$ cat config.mk
export PLATFORM = sky130hd
export DESIGN_NAME = layer_scheduler
export DESIGN_NICKNAME = d
export VERILOG_FILES = /design/src/rtl/cnn_ctrl_pkg.sv /design/src/rtl/layer_watchdog.sv /design/src/rtl/layer_scheduler.sv
export SDC_FILE = /design/constraint.sdc
export NUM_CORES = 1
export LEC_CHECK = 0
export CAP_MARGIN = 20
export CELL_PAD_IN_SITES_DETAIL_PLACEMENT = 0
export CELL_PAD_IN_SITES_GLOBAL_PLACEMENT = 2
export CORE_MARGIN = 1
export CORE_UTILIZATION = 34
export DETAILED_ROUTE_END_ITERATION = 12
export GPL_TIMING_DRIVEN = 0
export HOLD_SLACK_MARGIN = 0.08
export MAX_ROUTING_LAYER = met4
export PLACE_DENSITY_LB_ADDON = 0.1
export SLEW_MARGIN = 5
export SYNTH_ARGS = -nofsm -noshare
export SYNTH_HDL_FRONTEND = slang
export SYNTH_SLANG_ARGS = --single-unit
$ cat constraint.sdc
create_clock -name clock -period 3 [get_ports clock]
set_input_delay 0.6 -clock clock [delete_from_list [all_inputs] [get_ports clock]]
set_output_delay 0.6 -clock clock [all_outputs]
set_load 0.02 [all_outputs]
$ cat src/rtl/cnn_ctrl_pkg.sv
// rtl/cnn_ctrl_pkg.sv - shared types and constants for the CNN layer scheduler
package cnn_ctrl_pkg;

  typedef enum logic [2:0] {
    S_IDLE,
    S_START,
    S_WAIT,
    S_RESULT,
    S_ERROR
  } state_t;

  localparam int L_CONV0 = 0;
  localparam int L_CONV1 = 1;
  localparam int L_DENSE = 2;

  localparam int DEFAULT_TIMEOUT_CYCLES = 65535;

  // Increment that sticks at all-ones instead of wrapping.
  function automatic logic [31:0] sat_inc(input logic [31:0] v);
    return (v == 32'hFFFF_FFFF) ? v : v + 32'd1;
  endfunction

endpackage

$ cat src/rtl/layer_watchdog.sv
// rtl/layer_watchdog.sv - clearable per-layer wait timeout counter
// Ports:
//   clock, reset : rising-edge clock, synchronous active-high reset
//   clear        : zero the count (held while the scheduler is not waiting)
//   enable       : count one cycle of waiting
//   expired      : this is the last permitted wait cycle without a done
module layer_watchdog #(
  parameter int TIMEOUT_CYCLES = 65535
) (
  input  logic clock,
  input  logic reset,
  input  logic clear,
  input  logic enable,
  output logic expired
);

  localparam int CW = $clog2(TIMEOUT_CYCLES + 1);

  logic [CW-1:0] count;

  // count holds the number of wait cycles already completed, so the
  // TIMEOUT_CYCLES-th wait cycle is the one where count == TIMEOUT_CYCLES-1.
  assign expired = enable && (count == CW'(TIMEOUT_CYCLES - 1));

  always_ff @(posedge clock) begin
    if (reset || clear) begin
      count <= '0;
    end else if (enable && !expired) begin
      count <= count + CW'(1);
    end
  end

endmodule

$ cat src/rtl/layer_scheduler.sv
// rtl/layer_scheduler.sv - sequences one frame through the chained CNN layers
// Ports:
//   clock, reset         : rising-edge clock, synchronous active-high reset
//   frame_valid/ready    : frame handshake, ready only in IDLE
//   layer_start          : one-hot single-cycle start pulse per layer
//   layer_done           : per-layer done, only bit k is looked at in WAIT
//   result_valid/ready   : final result handshake
//   clear                : leaves ERROR
//   busy, active_layer   : status
//   error, err_layer     : latched timeout and the layer that timed out
//   frame_cycles         : first start to last done cycle count of last frame
module layer_scheduler
  import cnn_ctrl_pkg::*;
#(
  parameter int NUM_LAYERS     = 3,
  parameter int TIMEOUT_CYCLES = DEFAULT_TIMEOUT_CYCLES
) (
  input  logic                  clock,
  input  logic                  reset,
  input  logic                  frame_valid,
  output logic                  frame_ready,
  output logic [NUM_LAYERS-1:0] layer_start,
  input  logic [NUM_LAYERS-1:0] layer_done,
  output logic                  result_valid,
  input  logic                  result_ready,
  input  logic                  clear,
  output logic                  busy,
  output logic [1:0]            active_layer,
  output logic                  error,
  output logic [1:0]            err_layer,
  output logic [31:0]           frame_cycles
);

  localparam logic [NUM_LAYERS-1:0] ONE   = NUM_LAYERS'(1);
  localparam logic [1:0]            FIRST = 2'(L_CONV0);
  localparam logic [1:0]            LAST  = 2'(NUM_LAYERS - 1);

  state_t      state;
  logic [1:0]  k;
  logic [31:0] cnt;
  logic        expired;

  layer_watchdog #(
    .TIMEOUT_CYCLES(TIMEOUT_CYCLES)
  ) u_watchdog (
    .clock  (clock),
    .reset  (reset),
    .clear  (state != S_WAIT),
    .enable (state == S_WAIT),
    .expired(expired)
  );

  // Outputs are assigned together with the transition that produces them,
  // so every output reflects the state being entered.
  always_ff @(posedge clock) begin
    if (reset) begin
      state        <= S_IDLE;
      k            <= FIRST;
      cnt          <= '0;
      frame_ready  <= 1'b1;
      layer_start  <= '0;
      result_valid <= 1'b0;
      busy         <= 1'b0;
      active_layer <= '0;
      error        <= 1'b0;
      err_layer    <= '0;
      frame_cycles <= '0;
    end else begin
      layer_start <= '0;
      case (state)
        S_IDLE: begin
          if (frame_valid) begin
            state        <= S_START;
            k            <= FIRST;
            cnt          <= '0;
            layer_start  <= ONE << FIRST;
            frame_ready  <= 1'b0;
            busy         <= 1'b1;
            active_layer <= FIRST;
          end
        end
        S_START: begin
          state <= S_WAIT;
          cnt   <= sat_inc(cnt);
        end
        S_WAIT: begin
          if (layer_done[k]) begin
            // The done cycle itself is part of the frame time.
            cnt <= sat_inc(cnt);
            if (k == LAST) begin
              state        <= S_RESULT;
              result_valid <= 1'b1;
              frame_cycles <= sat_inc(cnt);
            end else begin
              state        <= S_START;
              k            <= k + 2'd1;
              layer_start  <= ONE << (k + 2'd1);
              active_layer <= k + 2'd1;
            end
          end else if (expired) begin
            state     <= S_ERROR;
            error     <= 1'b1;
            err_layer <= k;
          end else begin
            cnt <= sat_inc(cnt);
          end
        end
        S_RESULT: begin
          if (result_ready) begin
            state        <= S_IDLE;
            k            <= FIRST;
            result_valid <= 1'b0;
            busy         <= 1'b0;
            frame_ready  <= 1'b1;
            active_layer <= '0;
          end
        end
        S_ERROR: begin
          // err_layer is kept for post-mortem after clear.
          if (clear) begin
            state        <= S_IDLE;
            k            <= FIRST;
            error        <= 1'b0;
            busy         <= 1'b0;
            frame_ready  <= 1'b1;
            active_layer <= '0;
          end
        end
        default: begin
          state        <= S_IDLE;
          k            <= FIRST;
          result_valid <= 1'b0;
          busy         <= 1'b0;
          frame_ready  <= 1'b1;
          active_layer <= '0;
        end
      endcase
    end
  end

endmodule

==> results.sh, run 1 <==
export IMPL_crit_chain="clkdlybuf4s50_1, mux2i_1, o211ai_1, nor3_2, nor2_1, or2_1, clkbuf_1, buf_2, a31oi_1"
export IMPL_status="complete, no violations"
export IMPL_hold_viol_final=0
export IMPL_crit_path_start_kind="input port"
export IMPL_syn_cell_area_um2=4730
export IMPL_grt_max_degree=16
export IMPL_power_static_leakage_nw=1.85
export IMPL_overflow=0
export IMPL_fp_dieW_um=120
export IMPL_synth_distinct_cells=67
export IMPL_grt_pass1_wl_um=21700
export IMPL_slew_viol_final=0
export IMPL_cts_resized=0
export IMPL_grtUsageTotal_pct=20.3
export IMPL_critPathBufInv=3
export IMPL_area_growth_pct=21.6
export IMPL_n_antenna_cell=0
export IMPL_worst_pin_slew_ps=872
export IMPL_htree_levels=3
export IMPL_route_vias_total=4206
export IMPL_io_buffers=50
export IMPL_period_needed_ps=2800
export IMPL_drive_above_1_share_pct=9.92
export IMPL_syn_inst=548
export IMPL_root_buffer="clkbuf_16"
export IMPL_fmax_mhz=357
export IMPL_ys_warn_count=0
export IMPL_rows=42
export IMPL_initialDrtViolationCount=234
export IMPL_layout_nets=625
export IMPL_cts_tree="done"
export IMPL_power_density_nw_per_um2=488
export IMPL_core_area_um2=13400
export IMPL_synth_fp_nets=563
export IMPL_fin_crit_sh_pct=93.4
export IMPL_skew_ps=6.15
export IMPL_cpMaxStageDelayCell="clkdlybuf4s50_1"
export IMPL_cts_buffers=9
export IMPL_maxSlewHeadroom_pct=41.9
export IMPL_cp_max_fo=10
export IMPL_start_util_pct=35.3
export IMPL_drv_cap=0
export IMPL_cts_setup_buffers=0
export IMPL_rsz0062_at_grt="false"
export IMPL_yosysTopAreaCell="dfxtp_1"
export IMPL_firstDrtPassIters=6
export IMPL_p_total_mw=2.81
export IMPL_hold_path_class="reg -> reg"
export IMPL_seq_area_frac_synth_pct=39.8
export IMPL_clock_path_buffers=2
export IMPL_fp_dieH_um=120
export IMPL_crit_family="buffers and inverters"
export IMPL_fillCellCount=1352
export IMPL_gp_congestion=0.798
export IMPL_antenna_found_initial=0
export IMPL_ctsHoldBuffers=0
export IMPL_wire_per_inst_um=16.9
export IMPL_numClockSinks=94
export IMPL_grt_pass1_vias=4032
export IMPL_drc=0
export IMPL_hpwl_um=9570
export IMPL_die_area_um2=14400
export IMPL_ant_nets=0
export IMPL_clk_latency_ps=350
export IMPL_yosys_area_top_type_share_pct=39.8
export IMPL_syn_avg_cell_area_um2=8.63
export IMPL_synth_edf_count=0
export IMPL_setup_violations=0
export IMPL_finalWirelength_um=13400
export IMPL_clk_pin_slew_ps=70
export IMPL_peakVddDrop_v=0.000230
export IMPL_design_area_um2=5750
export IMPL_max_stage_delay_ps=460
export IMPL_async_flop_share_pct=0
export IMPL_ios=51
export IMPL_vias_per_cell=5.32
export IMPL_ys_top_cells_by_area="dfxtp_1 40%, nor2_1 5.7%, a211oi_1 4.1%"
export IMPL_cp_required_ps=3230
export IMPL_cp_arrival_ps=3030
export IMPL_end_kind="flop"
export IMPL_ys_flop_type="dfxtp_1"
export IMPL_synth_seq_cells=94
export IMPL_place_area_um2=5460
export IMPL_path_class="in -> reg"
==> final cells by class <==
class | count | area, µm² | share of cell area (%)
Multi-Input combinational cell | 415 | 2650 | 46.0
Clock buffer | 10 | 229 | 3.98
Buffer | 30 | 168 | 2.92
Clock inverter | 6 | 62.6 | 1.09
Sequential cell | 94 | 1880 | 32.7
Tap cell | 176 | 220 | 3.83
Inverter | 9 | 33.8 | 0.588
Timing Repair Buffer | 51 | 508 | 8.84
==> sequential cells by signal, summed over array words and instances, names as in the netlist, 2 cells and up <==
register / flops
cnt: 32
u_watchdog.count: 16
k: 2
err_layer: 2
state: 3
frame_cycles: 32
layer_start: 3
==> through the flow <==
step / setup slack [ps] / hold slack, ps / setup TNS (ps) / cells / utilization, %
global route: 43.4 / 479 / 0 / 791 / 42.9
CTS: 208 / 458 / 0 / 791 / 42.9
global placement: -134 / 443 / -1670 / 774 / 40.7
finish: 198 / 452 / 0 / 791 / 42.9
detailed placement: -138 / 448 / -1890 / 775 / 40.7
floorplan: 777 / 459 / 0 / 548 / -
==> power breakdown <==
group,switching (mW),leakage [nW],internal (mW)
Combinational,0.230,0.953,0.132
Sequential,0.0211,0.758,1.27
Clock,0.512,0.134,0.644
==> layout by cell type, fill, tap and decap left out, drive strengths merged, types with 2 or more instances in the layout <==
| master | netlist | final |
|---|---|---|
| dfxtp | 94 | 94 |
| nor2 | 73 | 73 |
| nand2 | 51 | 51 |
| clkdlybuf4s50 | 0 | 50 |
| nand3 | 33 | 33 |
| a21oi | 31 | 31 |
| a211oi | 27 | 27 |
| a31oi | 24 | 24 |
| clkbuf | 11 | 21 |
| xnor2 | 20 | 20 |
| buf | 19 | 20 |
| xor2 | 18 | 18 |
| o21ai | 16 | 16 |
| and3 | 11 | 11 |
| and4 | 11 | 11 |
| nor3 | 11 | 11 |
| nand4 | 10 | 10 |
| inv | 9 | 9 |
| nand2b | 7 | 7 |
| ha | 7 | 7 |
| and2 | 6 | 6 |
| a311oi | 6 | 6 |
| a21o | 4 | 4 |
| a41oi | 4 | 4 |
| a32o | 4 | 4 |
| or2 | 4 | 4 |
| nand3b | 3 | 3 |
| o211ai | 3 | 3 |
| o31ai | 3 | 3 |
| clkinvlp | 0 | 3 |
| nor4 | 3 | 3 |
| or4 | 3 | 3 |
| or3 | 3 | 3 |
| mux2i | 2 | 2 |
| a21boi | 2 | 2 |
| nor2b | 2 | 2 |
| clkinv | 0 | 2 |
==> cells in the mapped netlist (7+ instances only) <==
| cell type | n |
|---|---|
| nand2b_1 | 7 |
| ha_1 | 7 |
| a31oi_1 | 22 |
| a21oi_1 | 31 |
| dfxtp_1 | 94 |
| nor3_1 | 7 |
| xor2_1 | 18 |
| buf_2 | 11 |
| and3_1 | 11 |
| nor2_1 | 72 |
| nand2_1 | 50 |
| nand4_1 | 8 |
| a211oi_1 | 26 |
| o21ai_0 | 11 |
| clkbuf_1 | 11 |
| inv_1 | 9 |
| nand3_1 | 30 |
| xnor2_1 | 20 |
| and4_1 | 10 |
==> worst paths after layout <==
check	from	to	slack, ps	depth (start not counted)
setup reg to reg	cnt[0]	frame_cycles[12]	290	8
setup / recovery	layer_done[1]	cnt[29]	200	9
hold reg to reg	frame_cycles[18]	frame_cycles[18]	450	2
hold / removal	frame_cycles[18]	frame_cycles[18]	450	2
==> cell families after synthesis <==
group,synth area share (%)
buf+inv,4.26
simple gates,26.5
flops,39.8
fa+ha+maj,1.85
xor+xnor,7.04
mux,0.661
compound gates,19.9
==> per-layer routing <==
| layer | track usage, % | vias up | routed length [µm] |
|---|---|---|---|
| met4 | 8.91 | 0 | 274 |
| met1 | 27.9 | 1997 | 6820 |
| met5 | - | - | 0 |
| li1 | - | 2118 | - |
| met3 | 3.23 | 16 | 426 |
| met2 | 29.3 | 75 | 5880 |
==> worst register-to-register path, stage by stage, from the launching register on <==
cell and delay [ps]:
dfxtp_1 440, ha_1 250, nand3_1 260, or4_4 490
buf_6 170, nor3_4 500, nor2_1 140, xnor2_1 160
a211oi_1 230
Power figures use the tool's default switching activity.
==> run 2, diff against run 1 <==
--- a/config.mk
+++ b/config.mk
@@ -9,8 +9,9 @@
 export CELL_PAD_IN_SITES_DETAIL_PLACEMENT = 0
 export CELL_PAD_IN_SITES_GLOBAL_PLACEMENT = 2
 export CORE_MARGIN = 1
-export CORE_UTILIZATION = 34
+export CORE_UTILIZATION = 39
 export DETAILED_ROUTE_END_ITERATION = 12
+export DONT_BUFFER_PORTS = 1
 export GPL_TIMING_DRIVEN = 0
 export HOLD_SLACK_MARGIN = 0.08
 export MAX_ROUTING_LAYER = met4
==> run 2 against run 1 <==
Net effect: the run now ends with DRC left; register-to-register slack lost 30 ps; utilization grew 2.4 points; first-iteration DRC count grew 12%; via count shrank 5.1%; cell count shrank 10%; non-clock buffer count shrank 50; die area shrank 13%; global-route usage grew 1.8 points; clock power grew 16%; routed wire length shrank 4.9%; hold slack lost 74 ps; total power grew 5.8%; largest cell class unchanged; highest routed layer unchanged.
==> results.sh, run 2 (synthesis gave the netlist of run 1 again) <==
export IMPL_grt_max_degree=15
export IMPL_grt_pass1_wl_um=20800
export IMPL_setup_violations=0
export IMPL_route_vias_total=3992
export IMPL_rsz0062_at_grt="false"
export IMPL_period_needed_ps=2740
export IMPL_min_to="error"
export IMPL_cts_tree="done"
export IMPL_antenna_found_initial=0
export IMPL_skew_ps=9.39
export IMPL_end_kind="flop"
export IMPL_slew_viol_final=0
export IMPL_initialDrtViolationCount=263
export IMPL_cp_max_fo=10
export IMPL_rr_startpoint="state[1]"
export IMPL_firstDrtPassIters=8
export IMPL_cts_buffers=9
export IMPL_largestRegisters="cnt: 32 flops, frame_cycles: 32 flops, u_watchdog.count: 16 flops"
export IMPL_fillCellCount=1160
export IMPL_io_buffers=0
export IMPL_ios=51
export IMPL_ctsHoldBuffers=0
export IMPL_whs_ps=378
export IMPL_n_antenna_cell=0
export IMPL_drive_above_1_share_pct=10.6
export IMPL_finalWirelength_um=12700
export IMPL_power_density_nw_per_um2=564
export IMPL_start_util_pct=40.7
export IMPL_max_stage_delay_ps=420
export IMPL_die_area_um2=12600
export IMPL_final_cell_mix="94 x dfxtp_1, 72 x nor2_1, 50 x nand2_1"
export IMPL_clk_pin_slew_ps=70
export IMPL_worst_r2r_setup_slack_ps=260
export IMPL_min_from="clear"
export IMPL_violations="DRC"
export IMPL_cp_arrival_ps=3000
export IMPL_critPathBufInv=2
export IMPL_drv_cap=0
export IMPL_fp_dieH_um=112
export IMPL_cpMaxStageDelayCell="dfxtp_1"
export IMPL_fin_crit_sh_pct=91.2
export IMPL_overflow=0
export IMPL_crit_path_start_kind="flop"
export IMPL_layout_nets=575
export IMPL_root_buffer="clkbuf_16"
export IMPL_whs_path_depth=1
export IMPL_rows=39
export IMPL_cts_resized=0
export IMPL_setup_tns_ps=0
export IMPL_worst_pin_slew_ps=908
export IMPL_fmax_mhz=365
export IMPL_cp_required_ps=3270
export IMPL_crit_family="simple AND/OR/NAND/NOR gates"
export IMPL_vias_per_cell=5.64
export IMPL_cts_setup_buffers=0
export IMPL_gp_congestion=0.844
export IMPL_setup_slack_ps=264
export IMPL_power_static_leakage_nw=1.71
export IMPL_grtUsageTotal_pct=22.1
export IMPL_clock_path_buffers=2
export IMPL_pre_cts_ws_ps=306
export IMPL_fp_dieW_um=112
export IMPL_clk_latency_ps=340
export IMPL_r2r_cells=8
export IMPL_peakVddDrop_v=0.000301
export IMPL_crit_chain="nor3b_2, o211ai_1, nor3_2, nor2_1, or2_1, clkbuf_1, buf_2, a31oi_1"
export IMPL_fin_cells=708
export IMPL_hold_path_class="in -> reg"
export IMPL_hold_viol_final=0
export IMPL_status="finished with violations"
export IMPL_htree_levels=3
export IMPL_path_class="reg -> reg"
export IMPL_final_common_cell="dfxtp_1"
export IMPL_dp_cells=691
export IMPL_numClockSinks=94
export IMPL_ant_nets=0
export IMPL_drc=3
export IMPL_core_area_um2=11600
export IMPL_area_growth_pct=11.3
export IMPL_reg2reg_to="cnt[26]"
export IMPL_hpwl_um=9090
export IMPL_wire_per_inst_um=18.0
export IMPL_grt_pass1_vias=3786
export IMPL_maxSlewHeadroom_pct=39.5
==> run 2: cell count changes in the layout (fill, tap and decap cells not counted) <==
| cell | delta |
|---|---|
| buf_4 | -1 |
| bufinv_16 | +2 |
| clkbuf_1 | +1 |
| clkbuf_2 | +1 |
| clkbuf_8 | +2 |
| clkdlybuf4s50_1 | -50 |
| clkinv_2 | -2 |
| clkinvlp_4 | -3 |
==> run 2: where the power goes <==
group,internal (mW),total [mW],switching (mW)
sequential,1.27,1.30,0.0348
clock,0.862,1.35,0.491
combinational,0.106,0.312,0.206
total,2.24,2.97,0.732
==> run 2: stage by stage <==
step	area [µm²]	utilization, %	power, mW
global route	5260	45.3	3.08
detailed placement	4910	42.3	1.64
floorplan	4730	-	1.55
global placement	4910	42.3	1.64
CTS	5260	45.3	2.99
finish	5260	45.3	2.97
==> run 2: layout make-up <==
class | count | area, µm² | share of cell area, %
buffer | 30 | 168 | 3.19
clock buffer | 13 | 260 | 4.94
clock inverter | 3 | 90.1 | 1.71
inverter | 9 | 33.8 | 0.642
multi-input combinational | 415 | 2650 | 50.3
sequential | 94 | 1880 | 35.7
tap | 143 | 179 | 3.40
timing repair buffer | 1 | 5.00 | 0.0951
==> run 2: worst reg2reg max path: stages, from the launching register on <==
cell      delay, ps
dfxtp_1         420
nor3b_2         390
o211ai_1        210
nor3_2          420
nor2_1          240
or2_1           260
clkbuf_1        250
buf_2           280
a31oi_1         190
==> run 2: worst max-delay path by stage <==
stage / startpoint / to / slack, ps / depth (start not counted)
6_report: state[1] / cnt[26] / 260 / 8
5_1_grt: state[1] / cnt[26] / 50 / 8
4_1_cts: state[1] / cnt[23] / 280 / 8
3_5_place_dp: state[1] / cnt[21] / 310 / 8
3_3_place_gp: k[0] / cnt[25] / 310 / 8
2_1_floorplan: cnt[0] / frame_cycles[12] / 780 / 8
==> run 2: layer usage <==
| metal | vias to the layer above | track usage, % | part of all wire [%] |
|---|---|---|---|
| li1 | 2016 | - | - |
| met1 | 1896 | 30.9 | 51 |
| met2 | 69 | 31.8 | 43 |
| met3 | 11 | 3.83 | 4.1 |
| met4 | 0 | 8.18 | 1.6 |
| met5 | - | - | 0 |
